<file path="src/rtl/p2_mem_write.sv">
// Write-side address/enable generator for the pooling-2 output memory.
// Accepts a valid/ready sample stream and writes N_CH x N_PIX words in channel-major order.
module p2_mem_write #(
    parameter int DATA_W = 16,
    parameter int N_CH   = 12,
    parameter int N_PIX  = 16
) (
    input  logic                       clk,
    input  logic                       reset,
    input  logic                       start,
    input  logic                       hold,
    input  logic                       in_valid,
    input  logic [DATA_W-1:0]          in_data,
    output logic                       in_ready,
    output logic                       wr_en,
    output logic [3:0]                 wr_ch,
    output logic [$clog2(N_PIX)-1:0]   wr_addr,
    output logic [DATA_W-1:0]          wr_data,
    output logic                       busy,
    output logic                       done
);

    localparam int AW = $clog2(N_PIX);

    // Handshake: a sample transfers on a rising edge where in_valid && in_ready;
    // in_ready depends only on state and hold, never on in_valid.
    typedef enum logic [1:0] {
        IDLE  = 2'd0,
        WRITE = 2'd1,
        LAST  = 2'd2,
        DONE  = 2'd3
    } state_t;

    state_t          state;
    state_t          state_nx;
    logic [3:0]      ch_cnt;
    logic [AW-1:0]   pix_cnt;
    logic            accept;
    logic            last_smp;
    logic            clr_cnt;

    assign accept   = in_valid && in_ready;
    assign last_smp = (ch_cnt == 4'(N_CH - 1)) && (pix_cnt == AW'(N_PIX - 1));

    always_ff @(posedge clk or posedge reset) begin
        if (reset) begin
            state <= IDLE;
        end else begin
            state <= state_nx;
        end
    end

    always_comb begin
        state_nx = state;
        in_ready = 1'b0;
        busy     = 1'b0;
        done     = 1'b0;
        clr_cnt  = 1'b0;
        case (state)
            IDLE: begin
                if (start) begin
                    state_nx = WRITE;
                    clr_cnt  = 1'b1;
                end
            end
            WRITE: begin
                busy     = 1'b1;
                in_ready = !hold;
                if (in_valid && !hold && last_smp) begin
                    state_nx = LAST;
                end
            end
            LAST: begin
                busy     = 1'b1;
                state_nx = DONE;
            end
            DONE: begin
                done = 1'b1;
                if (start) begin
                    state_nx = WRITE;
                    clr_cnt  = 1'b1;
                end
            end
            default: state_nx = IDLE;
        endcase
    end

    // Channel counter saturates at N_CH-1 so the final wrap cannot overflow it.
    always_ff @(posedge clk or posedge reset) begin
        if (reset) begin
            ch_cnt  <= '0;
            pix_cnt <= '0;
        end else if (clr_cnt) begin
            ch_cnt  <= '0;
            pix_cnt <= '0;
        end else if (accept) begin
            if (pix_cnt == AW'(N_PIX - 1)) begin
                pix_cnt <= '0;
                if (ch_cnt != 4'(N_CH - 1)) begin
                    ch_cnt <= ch_cnt + 4'd1;
                end
            end else begin
                pix_cnt <= pix_cnt + AW'(1);
            end
        end
    end

    always_ff @(posedge clk or posedge reset) begin
        if (reset) begin
            wr_en   <= 1'b0;
            wr_ch   <= '0;
            wr_addr <= '0;
            wr_data <= '0;
        end else begin
            wr_en <= accept;
            if (accept) begin
                wr_ch   <= ch_cnt;
                wr_addr <= pix_cnt;
                wr_data <= in_data;
            end
        end
    end

endmodule

</file>
<file path="config.mk">
export PLATFORM = sky130hd
export DESIGN_NAME = p2_mem_write
export DESIGN_NICKNAME = d
export VERILOG_FILES = /design/src/rtl/p2_mem_write.sv
export SDC_FILE = /design/constraint.sdc
export NUM_CORES = 1
export LEC_CHECK = 0
export BUFFER_PORTS_ARGS = -buffer_cell sky130_fd_sc_hd__buf_2
export CAP_MARGIN = 20
export CORE_UTILIZATION = 53
export DETAILED_ROUTE_END_ITERATION = 7
export HOLD_SLACK_MARGIN = 0.05
export PLACE_DENSITY = 0.8
export SLEW_MARGIN = 20
export SYNTH_ARGS = -nofsm -noshare
export SYNTH_HDL_FRONTEND = slang
export SYNTH_SLANG_ARGS = --single-unit
export TNS_END_PERCENT = 5
</file>
<file path="constraint.sdc">
create_clock -name clk -period 3.2 [get_ports clk]
set_input_delay 0.48 -clock clk [delete_from_list [all_inputs] [get_ports clk]]
set_output_delay 0.48 -clock clk [all_outputs]
set_load 0.02 [all_outputs]
</file>
==> Word-level counts from Yosys, hierarchy flattened <==
Index checks and enable logic that the tools add are counted.
Widths: inputs -> output; s select.
{ "word_totals": {"ff_bits": 35, "in_bits": 21, "output_inout_bits": 28} }
{ "classes": {"add_sub_neg": 2, "n_eq_ne": 8, "mux": 15, "reduce_logical": 13} }
{ "op_table": {"columns": ["op", "count"], "rows": [
  ["$mux 4", 7],
  ["$add 4x1->4 const B", 2],
  ["$eq 4x4->1 const B", 2],
  ["$pmux 2 s3", 1],
  ["$reduce_bool 2->1", 3],
  ["$mux 1", 5],
  ["$eq 2x2->1 const B", 2],
  ["$logic_and 1x1->1", 4],
  ["$mux 2", 2],
  ["$ne 4x4->1 const B", 1],
  ["$reduce_or 2->1", 2],
  ["$reduce_and 3->1", 1],
  ["$eq 2x1->1 const B", 1],
  ["$logic_not 2->1", 1],
  ["$ne 2x1->1 const B", 1],
  ["$ne 2x2->1 const B", 1],
  ["$reduce_and 2->1", 1],
  ["$logic_not 1->1", 1]
]} }

==> Depth between registers and ports, before layout <==
Gate-level depths: netlist of the first run.
{ "depth": {"ltp_word": 5, "mapped_depth": 8, "mapped_depth_nobuf": 6} }

==> Least setup slack after synthesis of the first run <==
No wires, ideal clock.
{ "synth_path": {"path_kind": "reg-to-output", "from": "reg state[1]", "to": "out in_ready", "arrival_time_ps": 1031, "t_required_ps": 2720, "slack_ps": 1689, "path_stages_with_launch": 4, "path_cell_list": "dfrtp_1 inv_1 ha_1 nor2b_1"} }
{ "synth_via": {"elab_chain_len": 2} }
{ "synth_rtl": {"columns": ["item", "line", "rtl"], "rows": [
  ["start, declared", "34", "state_t state;"],
  ["start signal, assigned", "49", "state <= state_nx;"],
  ["$eq 2x1->1", "59", "case (state)"],
  ["$mux 1", "59", null],
  ["end, declared", "14", "output logic in_ready,"]
]} }
No other way between the ends.

==> Worst setup path after layout of the first run <==
{ "layout_path": {"from": "reg state[1]", "to": "reg pix_cnt[3]"} }
{ "layout_via": {"elab_chain_len": 4} }
{ "layout_rtl": {"columns": ["item", "line", "rtl"], "rows": [
  ["$eq 2x2->1 (tied with other cells)", "59", null],
  ["$reduce_or 2->1 (no line) or $mux 1 (tied branches)", null, null],
  ["$mux 1 or $logic_and 1x1->1 (tied branches)", null, null],
  ["$mux 4 or $reduce_bool 2->1 (tied branches)", null, null],
  ["end signal, assigned", "103", "pix_cnt <= pix_cnt + AW'(1);"],
  ["end, declared", "37", "logic [AW-1:0] pix_cnt;"]
]} }
Parallel ways exist; a longest one is shown, timed or not.
A chain may end at the register's enable or synchronous reset.

==> metrics, run 1 <==
Post-Syn Area roughly 1600 um2; Core Box Area 2758 um2; vias in the first global route 1262; Worst Setup Slack post-DPL 1.025 ns; setup_tns 0 ns; Site Rows 19; number of synthesized register bits 35; CTS Hold Bufs 0; Avg WL per Cell between 10 and 15 um; Slew @ Worst Pin 0.6058 ns; number of fillers in the final layout 223; critical path class reg2reg; Pwr Density roughly 770 nW/um2; most common cell after layout, fill and taps aside nand2_1; Synth Area per Inst approximately 9.1 um2; CP Data Arrival Time around 2.4 ns; initial antenna violation count 0; final clock skew 0.008981 ns; Peak VDD IR 0.6647 mV; antenna diode count 0; Setup Buffers After CTS 0; CTS tree built; synthesis-to-finish area growth 22.20%; first-pass GRT wire length 5547 um; Final WS setup 1.000 ns; dpl hpwl 2265 um; vias per std cell 5.378; relative slew slack 59.57%; Max-cap violations 0; design area 1894 um2; total track usage 22.98%; TritonRoute pass-1 iters 4; Worst-path clk slew about 0.10 ns; endpoints failing hold 0; fmax 0.4546 GHz; largest net degree at the start of global routing 37; Initial Utilization 56.22%; H-tree Lvls 2; ANT nets after route 0; Distinct cells, synth 31; Critical Path Source Type flip-flop; status finished, final reports clean; # clock sinks 35; IO Count slightly below 50; most frequent cells in the layout nand2_1 (78), buf_2 (48), dfrtp_1 (35); Placement Cell Area approximately 1800 um2; post_cts resized 0; root buffer cell clkbuf_4; Chip Width 56.09 um; Clock Tree Buf Depth 2; final setup violation count 0; Num CTS Buffers 5; syn_nets 195; vias 1350; final period utilization 68.74%; sequential fraction of the synthesis area between 50% and 60%; DRT iter0 DRCs 37; Die Height 56.09 um; Syn. warnings 0; Syn Inst Count 170; CP Capture Type flip-flop; Final Max Tran Viols 0; Tmin final 2.200 ns; grt ovf 0; RSZ-0062 raised after global routing no; min-delay worst type in2async; final net count 244; CP max FO 36; Die ar. 3146 um2; Leakage roughly 0.0011 uW; Clock Latency Late Sink about 0.33 ns; gpl congestion slightly below 0.9; DRC violations left 0; fraction of layout cells with a size suffix above 1 27.27%; I/O Buffers 48; critical path required time roughly 3.4 ns; Routed WL 3227 um
-- power breakdown --
part / switching (uW) / leakage (uW) / internal, uW / total [uW]
Clock: 139 / 0.0000482 / 185 / 324
Combinational: 338 / 0.000564 / 173 / 511
Sequential: 70.3 / 0.000455 / 558 / 629
Total: 547 / 0.00107 / 916 / 1460
-- flip-flops by register name (all words and copies together), names as in the netlist --
name / flops
wr_en: 1
wr_ch: 4
wr_addr: 4
wr_data: 16
ch_cnt: 4
pix_cnt: 4
state: 2
-- stage by stage --
stage	power, uW	hold WS, ns	utilization [%]	cells
after global routing	1564	0.2298	68.69	251
after CTS	1474	0.2164	68.69	251
final	1463	0.1960	68.69	251
after global placement	1128	0.4550	65.56	243
after detailed placement	1148	0.4592	65.56	243
after floorplan	974.9	0.4864	-	170
-- path summary, 6_finish.rpt --
| check | depth (start not counted) | to | from | slack (ns) |
|---|---|---|---|---|
| max in group asynchronous | 3 | wr_ch[2] | reset | 2.31 |
| max reg2reg | 6 | pix_cnt[3] | state[1] | 1.00 |
| min in group clk | 3 | wr_data[12] | in_data[12] | 0.33 |
| min reg2reg | 2 | wr_ch[2] | wr_ch[2] | 0.48 |
| min | 2 | wr_data[6] | reset | 0.20 |
| max | 6 | pix_cnt[3] | state[1] | 1.00 |
-- area by class of cell --
| cell class | count | area [um2] | share of cell area [%] |
|---|---|---|---|
| flip-flops and latches | 35 | 875.8 | 46.24 |
| clock buffers | 6 | 51.30 | 2.708 |
| multi-input cells | 121 | 615.6 | 32.50 |
| repair buffers | 50 | 255.2 | 13.47 |
| well taps | 31 | 38.79 | 2.048 |
| clock inverters | 2 | 35.03 | 1.849 |
| inverters | 6 | 22.52 | 1.189 |
-- synthesized netlist by cell type, drive strengths merged --
| master | instances | area (um2) |
|---|---|---|
| nand3b | 2 | 27.53 |
| and3 | 1 | 6.260 |
| a41oi | 1 | 8.760 |
| o31a | 1 | 8.760 |
| o211ai | 1 | 7.510 |
| inv | 6 | 22.52 |
| nor2b | 2 | 12.51 |
| o31ai | 4 | 30.03 |
| a311oi | 1 | 8.760 |
| or4 | 2 | 15.01 |
| and2 | 1 | 6.260 |
| o41ai | 1 | 8.760 |
| nor2 | 1 | 3.750 |
| dfrtp | 35 | 875.8 |
| nand4b | 1 | 8.760 |
| nand2b | 2 | 12.51 |
| nand4 | 2 | 12.51 |
| nand3 | 3 | 20.02 |
| clkbuf | 4 | 15.01 |
| a21oi | 7 | 35.03 |
| and3b | 1 | 8.760 |
| o21ai | 2 | 10.01 |
| buf | 4 | 21.27 |
| nand2 | 78 | 292.8 |
| o311ai | 1 | 8.760 |
| ha | 4 | 50.05 |
| or3 | 2 | 12.51 |
-- kinds of logic after synthesis --
group                      synth area share, %
and+or+nand+nor                          28.33
buffers and inverters                    3.793
DFF                                      56.50
AOI/OAI and AO/OA                        8.152
adders and majority gates                3.229
-- critical path, stage by stage, from the launching register on --
cell and delay [ns]:
dfrtp_1 0.43, inv_1 0.07, ha_1 0.25, nand3b_4 0.34, inv_1 0.54, a41oi_1 0.18, a311oi_1 0.28
-- metal layers --
metal,GRT usage [%],vias to the layer above,wire [um]
met1,29.33,637,1404
met4,10.10,0,58
li1,-,660,-
met2,36.05,45,1573
met3,7.209,8,192
met5,0,-,0
No activity file was read; power rests on OpenSTA's default activity.
==> run 2, diff against run 1 <==
--- a/config.mk
+++ b/config.mk
@@ -7,10 +7,10 @@
 export LEC_CHECK = 0
 export BUFFER_PORTS_ARGS = -buffer_cell sky130_fd_sc_hd__buf_2
 export CAP_MARGIN = 20
-export CORE_UTILIZATION = 53
+export CORE_UTILIZATION = 50
 export DETAILED_ROUTE_END_ITERATION = 7
 export HOLD_SLACK_MARGIN = 0.05
-export PLACE_DENSITY = 0.8
+export PLACE_DENSITY = 0.76
 export SLEW_MARGIN = 20
 export SYNTH_ARGS = -nofsm -noshare
 export SYNTH_HDL_FRONTEND = slang
==> constraint.sdc (replaced) <==
create_clock -name clk -period 2.3 [get_ports clk]
set_input_delay 0.345 -clock clk [delete_from_list [all_inputs] [get_ports clk]]
set_output_delay 0.345 -clock clk [all_outputs]
set_load 0.02 [all_outputs]
==> metrics, run 2 (same netlist as run 1, synthesis figures left out) <==
Peak VDD IR 0.7368 mV; vias 1360; Avg WL per Cell 13.52 um; endpoints failing hold 0; Routed WL 3406 um; Critical Path Source Type flip-flop; CP delay by family, top buffers and inverters; setup_tns 0 ns; final setup violation count 0; most frequent cells in the layout nand2_1 (78), buf_2 (48), dfrtp_1 (35); Placement Cell Area 1815 um2; synthesis-to-finish area growth 23.65%; Worst-path clk slew 0.11 ns; Leakage ~0.0011 uW; vias in the first global route 1394; largest reg by FF count wr_data; Max-cap violations 0; status finished, violations left; final clock skew about 0.011 ns; antenna diode count 0; RSZ-0062 raised after global routing no; Chip Width 57.68 um; I/O Buffers 48; gpl congestion 0.7641; ANT nets after route 0; CP max FO 23; design area approximately 1900 um2; max FFs per register 16; CP Capture Type flip-flop; Tmin final 1.955 ns; grt ovf 0; CP Data Arrival Time 2.22 ns; Core Box Area approximately 2900 um2; TritonRoute pass-1 iters 7; highest-delay cell along the critical path dfrtp_1; initial antenna violation count 0; Clock Tree Buf Depth 2; fraction of layout cells with a size suffix above 1 between 20% and 30%; critical path required time 2.56 ns; Max stage delay on crit path 0.43 ns; total track usage between 20% and 30%; DRT iter0 DRCs 46; CP dominant cell by count inv_1; Clock Latency Late Sink 0.34 ns; Setup Buffers After CTS 0; crit-path cells inv_1 -> ha_1 -> nand3b_4 -> inv_1 -> buf_4 -> nand4_1 -> a21oi_1; Die Height 57.68 um; vias per std cell roughly 5.4; Die ar. 3327 um2; most common cell after layout, fill and taps aside nand2_1; largest net degree at the start of global routing 24; Final Max Tran Viols 0; Slew @ Worst Pin 0.6009 ns; final period utilization 85.02%; Num CTS Buffers 5; # clock sinks 35; H-tree Lvls 2; critical path class reg2reg; root buffer cell clkbuf_4; CTS tree built; dpl hpwl 2394 um; relative slew slack 59.90%; Initial Utilization 54.34%; fmax 0.5114 GHz; failing checks DRC; min-delay worst type in2async; post_cts resized 0; final net count 245; first-pass GRT wire length 5968 um; CTS Hold Bufs 0; IO Count 49; Pwr Density around 1100 nW/um2; DRC violations left 3; Site Rows 19; CP Buf/Inv Count 3
[run 2: cell count changes in the layout (fill, tap and decap cells not counted)]
cell / before / now
clkbuf_1: 0 / 1
clkinv_2: 1 / 0
buf_4: 2 / 3
bufinv_16: 1 / 2
clkbuf_8: 1 / 0
[run 2: worst reg2reg max path, delay by kind of cell (launching register included)]
family	cells	cell delay, ns
buffers and inverters	3	0.68
DFF	1	0.43
adders and majority gates	1	0.26
and+or+nand+nor	2	0.39
AOI/OAI and AO/OA	1	0.13
[run 2: layout make-up]
type	instances	area (um2)
clock buffer	6	41.29
clock inverter	2	60.06
fill	239	935.9
inverter	6	22.52
multi-input combinational	121	615.6
sequential	35	875.8
tap	31	38.79
timing repair buffer	51	262.8
[run 2: metal layers]
layer,routed length [um],part of all wire [%],GRT usage [%],up-vias
met3,155,4.6,6.250,4
li1,-,-,-,656
met2,1788,52,41.03,46
met5,0,0,0,-
met1,1437,42,27.95,654
met4,25,0.73,7.483,0
[run 2: path summary, 6_finish.rpt]
kind | from | endpoint | slack, ns | depth (start not counted)
worst min-delay path | reset | wr_data[4] | 0.05 | 2
max in group asynchronous | reset | state[1] | 1.54 | 3
worst min register to register | wr_ch[3] | wr_ch[3] | 0.47 | 2
worst max register to register | state[1] | ch_cnt[1] | 0.34 | 7
worst max-delay path | state[1] | ch_cnt[1] | 0.34 | 7
min in group clk | in_data[4] | wr_data[4] | 0.19 | 3
[run 2: per-stage QoR]
step | hold WS [ns] | std cells | power [uW] | setup WS, ns | utilization [%]
after floorplan | 0.4504 | 170 | 1356 | 0.8126 | -
after global placement | 0.4188 | 244 | 1575 | 0.5017 | 63.64
after detailed placement | 0.4406 | 244 | 1614 | 0.4026 | 63.64
after CTS | 0.06417 | 252 | 2159 | 0.3657 | 67.19
after global routing | 0.07184 | 252 | 2265 | 0.1366 | 67.19
final | 0.05339 | 252 | 2144 | 0.3446 | 67.19
[run 2: power breakdown]
group          internal (uW)  total [uW]  leakage [uW]  switching, uW
sequential               777         875      0.000455           98.0
combinational            245         727      0.000568            482
clock                    339         542     0.0000525            203
